File: src/rtl/sign_resolve_seq_pkg.sv
// tpu_sign_pkg: sign codes and FSM states shared by the sign resolver and its bus
package tpu_sign_pkg;
  typedef logic [1:0] sign_t;
  localparam sign_t SIGN_LT = 2'b00;
  localparam sign_t SIGN_EQ = 2'b01;
  localparam sign_t SIGN_GT = 2'b10;
  localparam sign_t SIGN_ERR = 2'b11;
  typedef enum logic [1:0] {IDLE, SCAN, FLUSH, DONE} sr_state_t;
endpackage

File: src/rtl/sign_resolve_seq_if.sv
// sign_resolve_seq_if: start, per-digit sign stream and result bus for sign_resolve_seq
interface sign_resolve_seq_if #(parameter int CNT_WIDTH = 4);
  import tpu_sign_pkg::*;
  logic start;
  sign_t sign_in;
  logic sign_valid;
  logic sign_ready;
  logic busy;
  sign_t result;
  logic result_valid;
  logic [CNT_WIDTH-1:0] decided_idx;
  logic code_err;
  modport master (output start, sign_in, sign_valid, input sign_ready, busy, result, result_valid, decided_idx, code_err);
  modport slave (input start, sign_in, sign_valid, output sign_ready, busy, result, result_valid, decided_idx, code_err);
endinterface

File: src/rtl/sign_resolve_seq.sv
// sign_resolve_seq: resolves a whole-word compare from an MSD-first stream of per-digit sign codes
module sign_resolve_seq
  import tpu_sign_pkg::*;
#(
  parameter int NUM_DIGITS = 8,
  parameter int CNT_WIDTH = $clog2(NUM_DIGITS + 1)
) (
  input logic clk,
  input logic reset,
  sign_resolve_seq_if.slave bus
);
  sr_state_t r_state, w_next;
  logic [CNT_WIDTH-1:0] r_cnt, r_idx;
  logic r_resolved, r_err;
  sign_t r_result;
  logic w_hs, w_last, w_start_ok;
  assign bus.sign_ready = (r_state == SCAN) || (r_state == FLUSH);
  assign bus.busy = bus.sign_ready;
  assign bus.result_valid = r_state == DONE;
  assign bus.result = r_result;
  assign bus.decided_idx = r_idx;
  assign bus.code_err = r_err;
  assign w_hs = bus.sign_valid && bus.sign_ready;
  assign w_last = r_cnt == CNT_WIDTH'(NUM_DIGITS - 1);
  assign w_start_ok = bus.start && ((r_state == IDLE) || (r_state == DONE));
  always_comb begin
    w_next = r_state;
    unique case (r_state)
      IDLE: w_next = bus.start ? SCAN : IDLE;
      SCAN: w_next = !w_hs ? SCAN : w_last ? DONE : (bus.sign_in != SIGN_EQ) ? FLUSH : SCAN;
      FLUSH: w_next = (w_hs && w_last) ? DONE : FLUSH;
      DONE: w_next = bus.start ? SCAN : IDLE;
    endcase
  end
  always_ff @(posedge clk) begin
    if (reset) begin
      r_state <= IDLE;
      r_cnt <= '0;
      r_idx <= '0;
      r_resolved <= 1'b0;
      r_err <= 1'b0;
      r_result <= SIGN_LT;
    end else begin
      r_state <= w_next;
      if (w_start_ok) begin
        r_cnt <= '0;
        r_resolved <= 1'b0;
        r_err <= 1'b0;
        r_result <= SIGN_EQ;
      end else if (w_hs) begin
        r_cnt <= r_cnt + 1'b1;
        if (bus.sign_in == SIGN_ERR) r_err <= 1'b1;
        if (r_state == SCAN && bus.sign_in != SIGN_EQ) begin
          r_result <= bus.sign_in;
          r_idx <= r_cnt;
          r_resolved <= 1'b1;
        end else if (r_state == SCAN && w_last && !r_resolved) begin
          r_idx <= CNT_WIDTH'(NUM_DIGITS);
        end
      end
    end
  end
endmodule

File: src/flat_wrapper.sv
// flat-port wrapper written by rule: the top's interface ports become plain ports
module sign_resolve_seq_flat import tpu_sign_pkg::*;
#(
  parameter int NUM_DIGITS = 8,
  parameter int CNT_WIDTH = $clog2(NUM_DIGITS + 1)
)
  (clk, reset, bus_start, bus_sign_in, bus_sign_valid, bus_sign_ready, bus_busy, bus_result, bus_result_valid, bus_decided_idx, bus_code_err);
  sign_resolve_seq_if #(.CNT_WIDTH(CNT_WIDTH)) bus_i ();
  input logic clk;
  input logic reset;
  input wire logic [$bits(bus_i.start)-1:0] bus_start;
  input wire logic [$bits(bus_i.sign_in)-1:0] bus_sign_in;
  input wire logic [$bits(bus_i.sign_valid)-1:0] bus_sign_valid;
  output wire logic [$bits(bus_i.sign_ready)-1:0] bus_sign_ready;
  output wire logic [$bits(bus_i.busy)-1:0] bus_busy;
  output wire logic [$bits(bus_i.result)-1:0] bus_result;
  output wire logic [$bits(bus_i.result_valid)-1:0] bus_result_valid;
  output wire logic [$bits(bus_i.decided_idx)-1:0] bus_decided_idx;
  output wire logic [$bits(bus_i.code_err)-1:0] bus_code_err;
  assign bus_i.start = bus_start;
  assign bus_i.sign_in = bus_sign_in;
  assign bus_i.sign_valid = bus_sign_valid;
  assign bus_sign_ready = bus_i.sign_ready;
  assign bus_busy = bus_i.busy;
  assign bus_result = bus_i.result;
  assign bus_result_valid = bus_i.result_valid;
  assign bus_decided_idx = bus_i.decided_idx;
  assign bus_code_err = bus_i.code_err;
  sign_resolve_seq #(.NUM_DIGITS(NUM_DIGITS), .CNT_WIDTH(CNT_WIDTH)) u_core (.clk(clk), .reset(reset), .bus(bus_i));
endmodule
File: config.mk
export PLATFORM = sky130hd
export DESIGN_NAME = sign_resolve_seq_flat
export DESIGN_NICKNAME = d
export VERILOG_FILES = /design/src/rtl/sign_resolve_seq_pkg.sv /design/src/rtl/sign_resolve_seq_if.sv /design/src/rtl/sign_resolve_seq.sv /design/src/flat_wrapper.sv
export SDC_FILE = /design/constraint.sdc
export NUM_CORES = 1
export LEC_CHECK = 0
export ABC_CLOCK_PERIOD_IN_PS = 1500
export BUFFER_PORTS_ARGS = -buffer_cell sky130_fd_sc_hd__buf_2
export CORE_AREA = 2 2 42 44
export DETAILED_ROUTE_END_ITERATION = 16
export DIE_AREA = 0 0 44 46
export GPL_TIMING_DRIVEN = 0
export PLACE_DENSITY = 0.7
export SYNTH_ARGS = -nofsm -noshare
export SYNTH_HDL_FRONTEND = slang
export SYNTH_SLANG_ARGS = --single-unit
export TNS_END_PERCENT = 10
File: constraint.sdc
create_clock -name clk -period 1.5 [get_ports clk]
set_input_delay 0.075 -clock clk [delete_from_list [all_inputs] [get_ports clk]]
set_output_delay 0.075 -clock clk [all_outputs]
set_load 0.01 [all_outputs]
# Yosys cells after proc, flatten, opt, wreduce, memory -nomap -nowiden
# Index checks and enable logic that the tools add are counted.
word_totals:
  ff_bits: 14
  input_bits: 6
  output_inout_bits: 10
  elab_cells: 45
op_classes:
  add_sub_neg: 1
  eq_ne: 6
  muxes: 11
  bitwise_logic: 1
  n_reduce_logical: 19
op_table:
  columns: ["cell", "count"]
  rows:
  - ["$mux 4", 2]
  - ["$eq 2x2->1 const B", 3]
  - ["$logic_and 1x1->1", 6]
  - ["$mux 2", 3]
  - ["$pmux 2 s3", 1]
  - ["$reduce_and 2->1", 3]
  - ["$reduce_bool 2->1", 3]
  - ["$mux 1", 5]
  - ["$add 4x1->4 const B", 1]
  - ["$eq 4x3->1 const B", 1]
  - ["$reduce_or 2->1", 2]
  - ["$reduce_and 3->1", 1]
  - ["$eq 2x1->1 const B", 1]
  - ["$logic_not 2->1", 1]
  - ["$logic_or 1x1->1", 2]
  - ["$ne 2x1->1 const B", 1]
  - ["$logic_not 1->1", 1]
  - ["$not 1->1", 1]

# Longest topological paths before layout
# Gate-level depths: netlist (run 1).
logic_depth:
  depth_word: 6
  ltp_mapped: 6
  depth_no_buf: 5

# Worst setup path after synthesis (run 1)
# No wires, ideal clock.
synth_path:
  path_type: "register to register"
  start: "register u_core.r_state[0]"
  end: "register u_core.r_cnt[3]"
  setup_ns: 0.070
  arrival_ns: 1.425
  required_ns: 1.430
  slack_ns: 0.005
  stages_incl_launch_ff: 6
  n_path_buf: 0
  synth_period_minus_slack_ns: 1.495
  path_cell_list: "dfxtp_1 > inv_1 > ha_1 > nand2b_1 > or3_1 > a21oi_1"
synth_via:
  elab_chain_len: 4
  word_cells_on_any_way: 9
  classes_between: "eq/ne (3); reduce/logical (6)"
synth_rtl:
  columns: ["item", "line_no", "rtl"]
  rows:
  - ["start, declared", "sign_resolve_seq.sv:12", "sr_state_t r_state, w_next;"]
  - ["start signal, assigned", "sign_resolve_seq.sv:44", "r_state <= w_next;"]
  - ["$eq 2x2->1 / $logic_not 2->1 (equally long branches)", "sign_resolve_seq.sv:25", "assign w_start_ok = bus.start && ((r_state == IDLE) || (r_state == DONE));"]
  - ["$logic_or 1x1->1", "sign_resolve_seq.sv:25", null]
  - ["$logic_and 1x1->1", "sign_resolve_seq.sv:25", null]
  - ["$reduce_or 2->1 (no source line)", null, null]
  - ["end signal, assigned", "sign_resolve_seq.sv:51", "r_cnt <= r_cnt + 1'b1;"]
  - ["end, declared", "sign_resolve_seq.sv:13", "logic [CNT_WIDTH-1:0] r_cnt, r_idx;"]
# Parallel ways exist; a longest one is shown, timed or not.
# A chain may end at the register's enable or synchronous reset.

# Worst setup path in the final report (run 1)
layout_path:
  start: "register u_core.r_state[0]"
  end: "register u_core.r_idx[3] (netlist: u_core.bus.decided_idx[3])"
layout_via:
  elab_chain_len: 5
  word_cells_on_any_way: 15
  classes_between: "eq/ne (3); mux (1); bitwise (1); reduce/logical (10)"
layout_rtl:
  columns: ["item", "line_no", "rtl"]
  rows:
  - ["$eq 2x1->1 (tied with other cells)", "sign_resolve_seq.sv:17, sign_resolve_seq.sv:53, sign_resolve_seq.sv:57", null]
  - ["$logic_and 1x1->1 / $logic_or 1x1->1 (equally long branches)", "sign_resolve_seq.sv:57, sign_resolve_seq.sv:25", null]
  - ["$logic_and 1x1->1 (on tied branches)", "sign_resolve_seq.sv:57, sign_resolve_seq.sv:25", null]
  - ["$reduce_bool 2->1 (no source line) / $not 1->1 (equally long branches)", null, null]
  - ["$reduce_and 3->1 (no source line)", null, null]
  - ["end signal, assigned", "sign_resolve_seq.sv:55", "r_idx <= r_cnt;"]
  - ["end signal, assigned", "sign_resolve_seq.sv:58", "r_idx <= CNT_WIDTH'(NUM_DIGITS);"]
  - ["end, declared", "sign_resolve_seq.sv:13", null]
# Parallel ways exist; a longest one is shown, timed or not.

==> results.ini, run 1 <==
[worst_setup_path]
critPathSlowestCell=dfxtp_2
worst_path_largest_cell_delay_ns=0.37
critical_path.n_buffers_inverters=1
worstSetupPathType=reg -> reg
endpoint_kind=flip-flop
timing.critical_path.required_ns=1.73
path_max_fanout=9
worst_path_dominant_cell_family=compound AO/OA/AOI/OAI gates
crit_path_cell_trace=inv_1, ha_4, nand3b_1, o22ai_4, o221a_1
critPathArrivalTime_ns=1.68
timing.critical_path.from_type=flip-flop

[synth]
cell_variety_after_synth=24
synth-xor-area-share_pct=1.28
muxShareOfSynthArea_pct=0
synth-simple-area-share_pct=22.3
ys.flop_type=dfxtp_1
yosysWarningCount=0
yosys-top-cells-count=dfxtp_1 (14), inv_1 (9), nand2_1 (9)
share_of_synthesized_cell_area_in_full_adder_half_adder_and_majority_cells_pct=9.14
synth-edff-count=0
synth-compound-area-share_pct=19.6
asyncSetResetFlopFracSynth_pct=0
synth.largest_area_cell=dfxtp_1
postSynthCellCount=79
synth_fp_nets=90
post-synth-top-area-fraction_pct=41.0
synthTopCellsByArea=dfxtp_1 (41%), ha_1 (9.1%), a21oi_1 (5.9%), inv_1 (4.9%), nand2_1 (4.9%)
synth_top_family_by_area=simple AND/OR/NAND/NOR gates
syn_area_um2=684
ys_seq_elements=14
synthesis.area_per_instance_um2=8.66
yosys.cell_count.top_type=dfxtp_1
synth_seq_area_share_pct=41.0

[clock_network]
ctsRootBufferMaster=clkbuf_4
cts_htree_levels=1
clk_latency_ns=0.28
clock_tree_from_tritoncts=done
cts_setup_buffers=0
number_of_buffers_created_by_cts=3
holdBufCountCts=0
clock_path_buffers=2
cts_num_sinks=14
cts.reportedPaths.clkPinSlew_ns=0.09

[run]
max_cap_violations=0

[grt]
grt_remaining_overflow=0
antenna_found_initial=0
via_count_of_the_first_global_routing_pass=505
grt_max_degree=10
grt_pass1_wl_mm=2.16
gr-usage-all-layers_pct=15.0

[detailed_routing]
remaining_drc_errors=0
detailedRoute.firstPassIterationCount=4
drt-total-wl_mm=1.46
routed-via-count=629
detail_route.vias_per_cell=5.47
route.antenna.remaining_nets=0
initialDrtViolationCount=18
wl_per_cell_um=12.7

[timing]
min_cycle_time_layout_ns=1.44
tightest_slew_ns=0.364
timing.max_slew.rel_slack_pct=75.7
fin_tns_setup_ns=0
final_hold_slack_ns=0.0280
worst_slack_ns=0.0561
clock-skew-final_ns=0.00842
maxClockFrequency_mhz=693
final_worst_path_period_share_pct=96.3
slew_viol_final=0
rsz_0062_raised_after_global_routing=true
finalHoldViolCount=0
final_setup_viols=0

[floorplan]
x_dimension_of_the_die_um=44
initial_utilization_pct=42.4
dieHeight_um=46
core_region_area_mm2=0.00161
row_count=15
io-pin-count=16
design.die.area_mm2=0.00202

[power_and_ir_drop]
power.density_cell_area_mw_per_mm2=904
leakage_power_figure_nw=0.354
vdd_drop_max_mv=0.425
power_w=0.000798

[final_layout]
area_growth_syn_to_layout_pct=29.1
antennaDiodeCount=0
final_nets=110
fin_util_pct=54.7
layout_cells_sized_above_1_pct=30.6
filler_cell_count=163

[placed_design]
place.port_buffers=15
detailedPlacementHpwl_mm=1.01
pre_cts_ws_ns=-0.177
gp_congestion=0.805

[min_path]
hold_removal_path_class=in -> reg

[status]
run_status=completed

[repair_timing]
action                     CTS  global route
pin swaps                    0             1
gates cloned                 0             0
setup endpoints to repair    9             6
resized for setup            5             7
[registers in the layout (all words and copies together), names as in the netlist]
register	count
u_core.r_cnt	4
u_core.bus.code_err	1
u_core.bus.decided_idx	4
u_core.bus.result	2
u_core.r_state	2
u_core.r_resolved	1
[metrics by stage]
| step | cell area (um^2) | instances |
|---|---|---|
| after CTS | 837 | 115 |
| final | 883 | 115 |
| after global placement | 781 | 111 |
| after global routing | 883 | 115 |
| after detailed placement | 781 | 111 |
| after floorplan | 684 | 79 |
[cells in the final DEF, fill, tap and decap left out]
cell,Yosys,routed
a21oi_1,8,7
clkbuf_8,0,1
nand3b_1,4,4
o22ai_4,0,1
or3_1,1,1
o221a_1,1,1
nand4bb_1,1,1
nand2b_1,3,2
ha_1,5,3
nand3_1,2,2
ha_2,0,1
o21a_1,2,2
a31oi_1,2,2
inv_1,9,9
a21oi_2,0,1
nand3_4,0,1
nand2_1,9,9
dfxtp_1,14,13
o32ai_2,0,2
xnor2_1,1,1
buf_4,1,2
clkbuf_4,0,3
o32ai_1,3,1
dfxtp_2,0,1
a211oi_1,1,1
nor2b_1,3,3
nand2b_4,0,1
nor2_1,2,2
o21ai_0,3,3
nand4_1,1,1
ha_4,0,1
buf_2,1,15
[per-layer routing]
metal,vias up,wire length (um),GRT usage [%],part of all wire [%]
met4,0,20,9.09,1.4
met5,-,0,0,0
li1,313,-,-,-
met3,4,77,3.57,5.3
met2,19,669,21.5,46
met1,293,690,20.2,47
[report_power, final]
group / internal, W / switching [W] / leakage, nW
logic: 0.0000581 / 0.0000768 / 0.219
clock network: 0.000148 / 0.000126 / 0.0210
registers: 0.000382 / 0.00000779 / 0.114
total: 0.000588 / 0.000210 / 0.354
[final timing paths]
| kind | from | endpoint | slack [ns] | cells past startpoint |
|---|---|---|---|---|
| setup / recovery | u_core.r_state[0]$_SDFF_PP0_ | u_core.bus.decided_idx[3]$_SDFFE_PP0P_ | 0.06 | 5 |
| hold / removal | reset | u_core.bus.result[0]$_SDFFE_PP0P_ | 0.03 | 2 |
| setup reg to reg | u_core.r_state[0]$_SDFF_PP0_ | u_core.bus.decided_idx[3]$_SDFFE_PP0P_ | 0.06 | 5 |
| hold reg to reg | u_core.r_resolved$_SDFFE_PP0P_ | u_core.r_resolved$_SDFFE_PP0P_ | 0.45 | 2 |
[cell families (layout without fill, tap and decap cells)]
logic type               Yosys count  count (layout)
AND/OR/NAND/NOR                   27              27
AO/OA/AOI/OAI                     21              21
adder cells (fa/ha/maj)            5               5
XOR/XNOR                           1               1
buffers and inverters             11              30
flip-flops                        14              14
[worst reg2reg max path: stages, from the launching register on]
cell	delay, ns
dfxtp_2	0.37
inv_1	0.07
ha_4	0.27
nand3b_1	0.24
o22ai_4	0.24
o221a_1	0.20
[area by class of cell]
cell class,count,area [um^2],area share (%)
Buffer,2,15.0,1.70
Timing Repair Buffer,15,75.1,8.50
Inverter,9,33.8,3.82
Sequential cell,14,282,31.9
Clock buffer,4,36.3,4.11
Multi-Input combinational cell,54,420,47.6
Tap cell,17,21.3,2.41
Note: power is estimated with default switching activity, not from simulation.
==> inputs of run 2 (changes only) <==
--- a/config.mk
+++ b/config.mk
@@ -5,13 +5,15 @@
 export SDC_FILE = /design/constraint.sdc
 export NUM_CORES = 1
 export LEC_CHECK = 0
+export ABC_AREA = 1
 export ABC_CLOCK_PERIOD_IN_PS = 1500
 export BUFFER_PORTS_ARGS = -buffer_cell sky130_fd_sc_hd__buf_2
-export CORE_AREA = 2 2 42 44
+export CORE_AREA = 2 2 43 45
 export DETAILED_ROUTE_END_ITERATION = 16
-export DIE_AREA = 0 0 44 46
+export DIE_AREA = 0 0 45 47
 export GPL_TIMING_DRIVEN = 0
 export PLACE_DENSITY = 0.7
+export SLEW_MARGIN = 0
 export SYNTH_ARGS = -nofsm -noshare
 export SYNTH_HDL_FRONTEND = slang
 export SYNTH_SLANG_ARGS = --single-unit
==> run 2 against run 1 <==
Clock power is 3% higher. First-iteration DRC count is 56% lower. Global-route usage is 2.3 points higher. Design area is 0.71% lower. Highest routed layer unchanged.
==> results.ini, run 2 <==
[min_path]
min-delay-start=reset
hold_path_depth=2
hold_removal_path_class=in -> reg
hold_crit_endpoint=u_core.bus.result[0]$_SDFFE_PP0P_

[synth]
synthTopCellsByArea=dfxtp_1 (38%), nand2_1 (9.8%), ha_1 (8.6%), nor2_1 (6.7%), a21oi_1 (5.5%)
synth-compound-area-share_pct=8.93
synthesis.area_per_instance_um2=7.67
share_of_synthesized_cell_area_in_full_adder_half_adder_and_majority_cells_pct=8.59
postSynthCellCount=95
yosys-top-cells-count=nand2_1 (19), dfxtp_1 (14), nor2_1 (13)
asyncSetResetFlopFracSynth_pct=0
yosysWarningCount=0
yosys.cell_count.top_type=nand2_1
synth_fp_nets=106
muxShareOfSynthArea_pct=0
synth-simple-area-share_pct=36.8
synth-xor-area-share_pct=0
synth_top_family_by_area=simple AND/OR/NAND/NOR gates
post-synth-top-area-fraction_pct=38.5
syn_area_um2=728
cell_variety_after_synth=20
ys_seq_elements=14
ys.flop_type=dfxtp_1
synth-edff-count=0
synth_seq_area_share_pct=38.5
synth.largest_area_cell=dfxtp_1

[final_layout]
fin_util_pct=53.1
most_frequent_cells_in_the_layout=nand2_1 (19), buf_2 (15), nor2_1 (13), dfxtp_1 (13), inv_1 (10)
final-seq-area_um2=284
filler_cell_count=169
layout_commonest_cell=nand2_1
final_nets=126
multi_input_area_um2=408
antennaDiodeCount=0
finish.cell_count_without_fillers=131
area_growth_syn_to_layout_pct=20.4
layout_cells_sized_above_1_pct=32.5

[worst_setup_path]
r2r-start=u_core.r_state[0]$_SDFF_PP0_
critPathSlowestCell=dfxtp_4
worstSetupPathType=reg -> out
rr_endpoint=u_core.r_cnt[2]$_SDFFE_PP0P_
critPathArrivalTime_ns=1.36
r2r.worst_path.cells=7
timing.critical_path.required_ns=1.42
path_max_fanout=4
crit_path_cell_trace=inv_1, ha_4, inv_2, buf_4, buf_2
endpoint_kind=primary output
setup.reg_to_reg.worst_slack_ns=0.12
worst_path_dominant_cell_family=buffers and inverters
worst_path_largest_cell_delay_ns=0.37
critical_path.n_buffers_inverters=4
timing.critical_path.from_type=flip-flop

[placed_design]
place.detailed.instances=127
place.port_buffers=15
detailedPlacementHpwl_mm=1.12
gp_congestion=0.765
pre_cts_ws_ns=-0.0434

[timing]
rsz_0062_raised_after_global_routing=false
min_cycle_time_layout_ns=1.44
clock-skew-final_ns=0.0185
timing.max_slew.rel_slack_pct=81.8
maxClockFrequency_mhz=697
finalHoldViolCount=0
worst_slack_ns=0.0644
final_hold_slack_ns=0.0243
tightest_slew_ns=0.273
slew_viol_final=0
final_worst_path_period_share_pct=95.7
final_setup_viols=0

[clock_network]
cts_num_sinks=14
number_of_buffers_created_by_cts=3
clock_tree_from_tritoncts=done
cts.reportedPaths.clkPinSlew_ns=0.10
cts_setup_buffers=0
clk_latency_ns=0.30
ctsRootBufferMaster=clkbuf_4
cts_htree_levels=1
clock_path_buffers=2

[grt]
antenna_found_initial=0
grt_remaining_overflow=0
grt_max_degree=10
via_count_of_the_first_global_routing_pass=581
grt_pass1_wl_mm=2.52
gr-usage-all-layers_pct=17.3

[floorplan]
dieHeight_um=47
io-pin-count=16
initial_utilization_pct=44.1
row_count=15
core_region_area_mm2=0.00165
design.die.area_mm2=0.00212
x_dimension_of_the_die_um=45

[status]
run_status=completed

[power_and_ir_drop]
power.density_cell_area_mw_per_mm2=920
vdd_drop_max_mv=0.472
cellInternalPower_w=0.000582
leakage_power_figure_nw=0.403
power_w=0.000807
net-switching-power_w=0.000225
clockPowerShare_pct=34.8
power_switching_share_pct=27.8
seq_power_share_pct=48.3
comb_power_share_pct=17.0

[detailed_routing]
detail_route.vias_per_cell=4.98
routed-via-count=653
initialDrtViolationCount=8
drt-total-wl_mm=1.49
remaining_drc_errors=0
wl_per_cell_um=11.4
route.antenna.remaining_nets=0
detailedRoute.firstPassIterationCount=4

[run]
max_cap_violations=0

## run 2: cell types whose count changed after synthesis, moves of 2 or more
cell	before	now
o21a_1	2	0
nor2b_1	3	0
nand3b_1	4	2
o32ai_1	3	0
nand2b_1	3	0
nand2_2	0	3
nand3_1	2	4
nand2_1	9	19
inv_2	0	2
nor2_2	0	4
nor2_1	2	13
## run 2: cell type report
class	count	share of cell area, %
Clock buffer	4	4.14
Multi-Input combinational cell	68	46.5
Inverter	12	5.14
Buffer	1	0.856
Tap cell	17	2.43
Sequential cell	14	32.4
Timing Repair Buffer	15	8.56
## run 2: what timing repair did
| item | 4_1_cts | 5_1_grt |
|---|---|---|
| hold buffers | 0 | 0 |
| endpoints found under the setup margin | 12 | 1 |
| gates resized for setup | 3 | 1 |
## run 2: how the worst max path moves through the flow
stage	start	endpoint	cells past startpoint
finish	u_core.r_state[0]$_SDFF_PP0_	bus_sign_ready	5
detailed placement	u_core.r_state[0]$_SDFF_PP0_	u_core.r_cnt[2]$_SDFFE_PP0P_	7
CTS	u_core.r_state[0]$_SDFF_PP0_	bus_sign_ready	5
floorplan	u_core.r_state[0]$_SDFF_PP0_	u_core.bus.result[0]$_SDFFE_PP0P_	8
global route	u_core.r_state[0]$_SDFF_PP0_	bus_sign_ready	5
global placement	u_core.r_state[0]$_SDFF_PP0_	u_core.r_cnt[2]$_SDFFE_PP0P_	7
## run 2: kinds of logic after synthesis
logic type                 count (synthesis)
DFF                                       14
buffers and inverters                     13
and+or+nand+nor                           51
AOI/OAI and AO/OA                         12
adders and majority gates                  5
## run 2: metal layers
metal / up-vias / global-route usage (%) / wire [um]
met1: 302 / 19.9 / 657
met3: 4 / 5.00 / 65
met2: 12 / 28.0 / 740
met4: 0 / 11.8 / 23
li1: 335 / - / -
met5: - / 0 / 0
## run 2: per-stage QoR
stage | instance area, um^2 | TNS, ns
after floorplan | 728 | 0
after global routing | 877 | 0
after CTS | 875 | 0
after global placement | 825 | -0.0128
final | 877 | 0
after detailed placement | 825 | -0.165
## run 2: worst register-to-register path: stages, from the launching register on
cell and delay (ns):
dfxtp_4 0.37, inv_1 0.06, ha_4 0.31, nand2_1 0.08, nand2_1 0.18, inv_1 0.10
o21ai_0 0.09, a21oi_1 0.05
## run 2: power groups by stage
stage               sequential (W)  combinational [W]  clock (W)
global placement          0.000397           0.000126          0
detailed placement        0.000398           0.000130          0
floorplan                 0.000399          0.0000903          0
global route              0.000392           0.000151   0.000305
finish                    0.000390           0.000137   0.000281
CTS                       0.000390           0.000137   0.000286
==> inputs of run 3 (changes only) <==
--- a/config.mk
+++ b/config.mk
@@ -6,7 +6,7 @@
 export NUM_CORES = 1
 export LEC_CHECK = 0
 export ABC_AREA = 1
-export ABC_CLOCK_PERIOD_IN_PS = 1500
+export ABC_CLOCK_PERIOD_IN_PS = 1320
 export BUFFER_PORTS_ARGS = -buffer_cell sky130_fd_sc_hd__buf_2
 export CORE_AREA = 2 2 43 45
 export DETAILED_ROUTE_END_ITERATION = 16
==> constraint.sdc (replaced) <==
create_clock -name clk -period 1.32 [get_ports clk]
set_input_delay 0.066 -clock clk [delete_from_list [all_inputs] [get_ports clk]]
set_output_delay 0.066 -clock clk [all_outputs]
set_load 0.01 [all_outputs]
==> run 3 against run 2 <==
Combinational power is 26% higher. Die area stayed put. Sequential power is 13% higher.
==> results.ini, run 3 (synthesis gave the netlist of run 2 again) <==
[status]
run_status=completed

[min_path]
min-delay-start=reset
hold_removal_path_class=in -> reg
hold_crit_endpoint=u_core.bus.decided_idx[2]$_SDFFE_PP0P_
hold_path_depth=2

[final_layout]
final_area_um2=918
final_nets=126
finish.cell_count_without_fillers=131
area_growth_syn_to_layout_pct=26.1
layout_cells_sized_above_1_pct=40.4
layout_commonest_cell=nand2_1
most_frequent_cells_in_the_layout=nand2_1 (17), buf_2 (14), nor2_1 (12), dfxtp_1 (11), inv_1 (9)
antennaDiodeCount=0

[worst_setup_path]
timing.critical_path.required_ns=1.25
endpoint_kind=primary output
critPathArrivalTime_ns=1.19
critPathSlowestCell=dfxtp_2
r2r-start=u_core.r_state[0]$_SDFF_PP0_
r2r.worst_path.cells=6
rr_endpoint=u_core.bus.decided_idx[0]$_SDFFE_PP0P_
worst_path_dominant_cell_family=flip-flops
worstSetupPathType=reg -> out
critical_path.n_buffers_inverters=3
critical_path.startpoint=u_core.r_state[0]$_SDFF_PP0_
worst_path_largest_cell_delay_ns=0.35
path_max_fanout=4
timing.critical_path.from_type=flip-flop
setup.reg_to_reg.worst_slack_ns=0.08
crit_path_cell_trace=inv_2, ha_4, inv_4, buf_2

[placed_design]
gp_congestion=0.735
place.port_buffers=15
postPlaceCellArea_um2=840
place.detailed.instances=127
detailedPlacementHpwl_mm=1.08

[detailed_routing]
wl_met1_um=724
initialDrtViolationCount=5
topRoutingLayerUsed=met4
detailedRoute.firstPassIterationCount=4
detail_route.vias_per_cell=5.03
wl_per_cell_um=11.6
met2_wirelength_um=706
remaining_drc_errors=0
route.antenna.remaining_nets=0
routed-via-count=659
detailroute.wirelength.met3_um=71
drt-total-wl_mm=1.52

[floorplan]
io-pin-count=16
dieHeight_um=47
row_count=15
design.die.area_mm2=0.00212
x_dimension_of_the_die_um=45
core_region_area_mm2=0.00165
initial_utilization_pct=44.1

[clock_network]
number_of_buffers_created_by_cts=3
cts_num_sinks=14
ctsRootBufferMaster=clkbuf_4
cts.reportedPaths.clkPinSlew_ns=0.09
cts_htree_levels=1
clk_latency_ns=0.29
clock_tree_from_tritoncts=done
holdBufCountCts=0
clock_path_buffers=2

[run]
max_cap_violations=0

[grt]
grt_pass1_wl_mm=2.34
gr-usage-all-layers_pct=16.0
antenna_found_initial=0
grt_max_degree=10
grt_remaining_overflow=0
via_count_of_the_first_global_routing_pass=559

[timing]
final_worst_path_period_share_pct=95.5
tightest_slew_ns=0.186
rsz_0062_raised_after_global_routing=true
min_cycle_time_layout_ns=1.26
timing.max_slew.rel_slack_pct=87.5
finalHoldViolCount=0
maxClockFrequency_mhz=794
clock-skew-final_ns=0.00410
slew_viol_final=0
final_setup_viols=0

[power_and_ir_drop]
vdd_drop_max_mv=0.546
leakage_power_figure_nw=0.406
power_w=0.000932
power.density_cell_area_mw_per_mm2=1020

==> run 3: worst max-delay path by stage <==
stage                     slack (ns)  cells past startpoint                                     end
after floorplan                 0.05                      8       u_core.bus.result[0]$_SDFFE_PP0P_
after CTS                       0.02                      7            u_core.r_cnt[2]$_SDFFE_PP0P_
after detailed placement       -0.09                      7            u_core.r_cnt[2]$_SDFFE_PP0P_
after global routing           -0.02                      7  u_core.bus.decided_idx[2]$_SDFFE_PP0P_
after global placement         -0.06                      7            u_core.r_cnt[2]$_SDFFE_PP0P_
final                           0.06                      4                                bus_busy
==> run 3: what timing repair did <==
action	CTS	global route
gates resized for setup	3	10
setup buffers	1	0
pin swaps	1	3
setup endpoints to repair	13	11
==> run 3: layer usage <==
metal / vias to the layer above / track usage [%]
met5: - / 0
met4: 0 / 8.82
met3: 3 / 4.62
met2: 20 / 25.4
met1: 296 / 19.4
li1: 340 / -
==> run 3: layout make-up <==
cell class                      count  area [um^2]
Sequential cell                    14          284
Inverter                           12         47.5
Timing Repair Buffer               16         88.8
Multi-Input combinational cell     68          440
Clock buffer                        4         36.3
Fill cell                         158          733
Tap cell                           17         21.3
==> run 3: where the power goes <==
| group | leakage [nW] | switching [W] | total (W) | internal [W] |
|---|---|---|---|---|
| sequential | 0.115 | 0.00000801 | 0.000442 | 0.000434 |
| clock | 0.0210 | 0.000150 | 0.000318 | 0.000168 |
| combinational | 0.270 | 0.000103 | 0.000172 | 0.0000690 |
==> run 3: through the flow <==
| stage | setup slack [ns] | hold slack (ns) | TNS, ns | utilization [%] |
|---|---|---|---|---|
| CTS | 0.0155 | 0.0244 | 0 | 53.5 |
| global route | -0.0187 | 0.0213 | -0.0464 | 55.6 |
| floorplan | 0.0475 | 0.135 | 0 | - |
| finish | 0.0601 | 0.0277 | 0 | 55.6 |
| detailed placement | -0.0894 | 0.321 | -0.451 | 50.8 |
| global placement | -0.0638 | 0.320 | -0.225 | 50.8 |
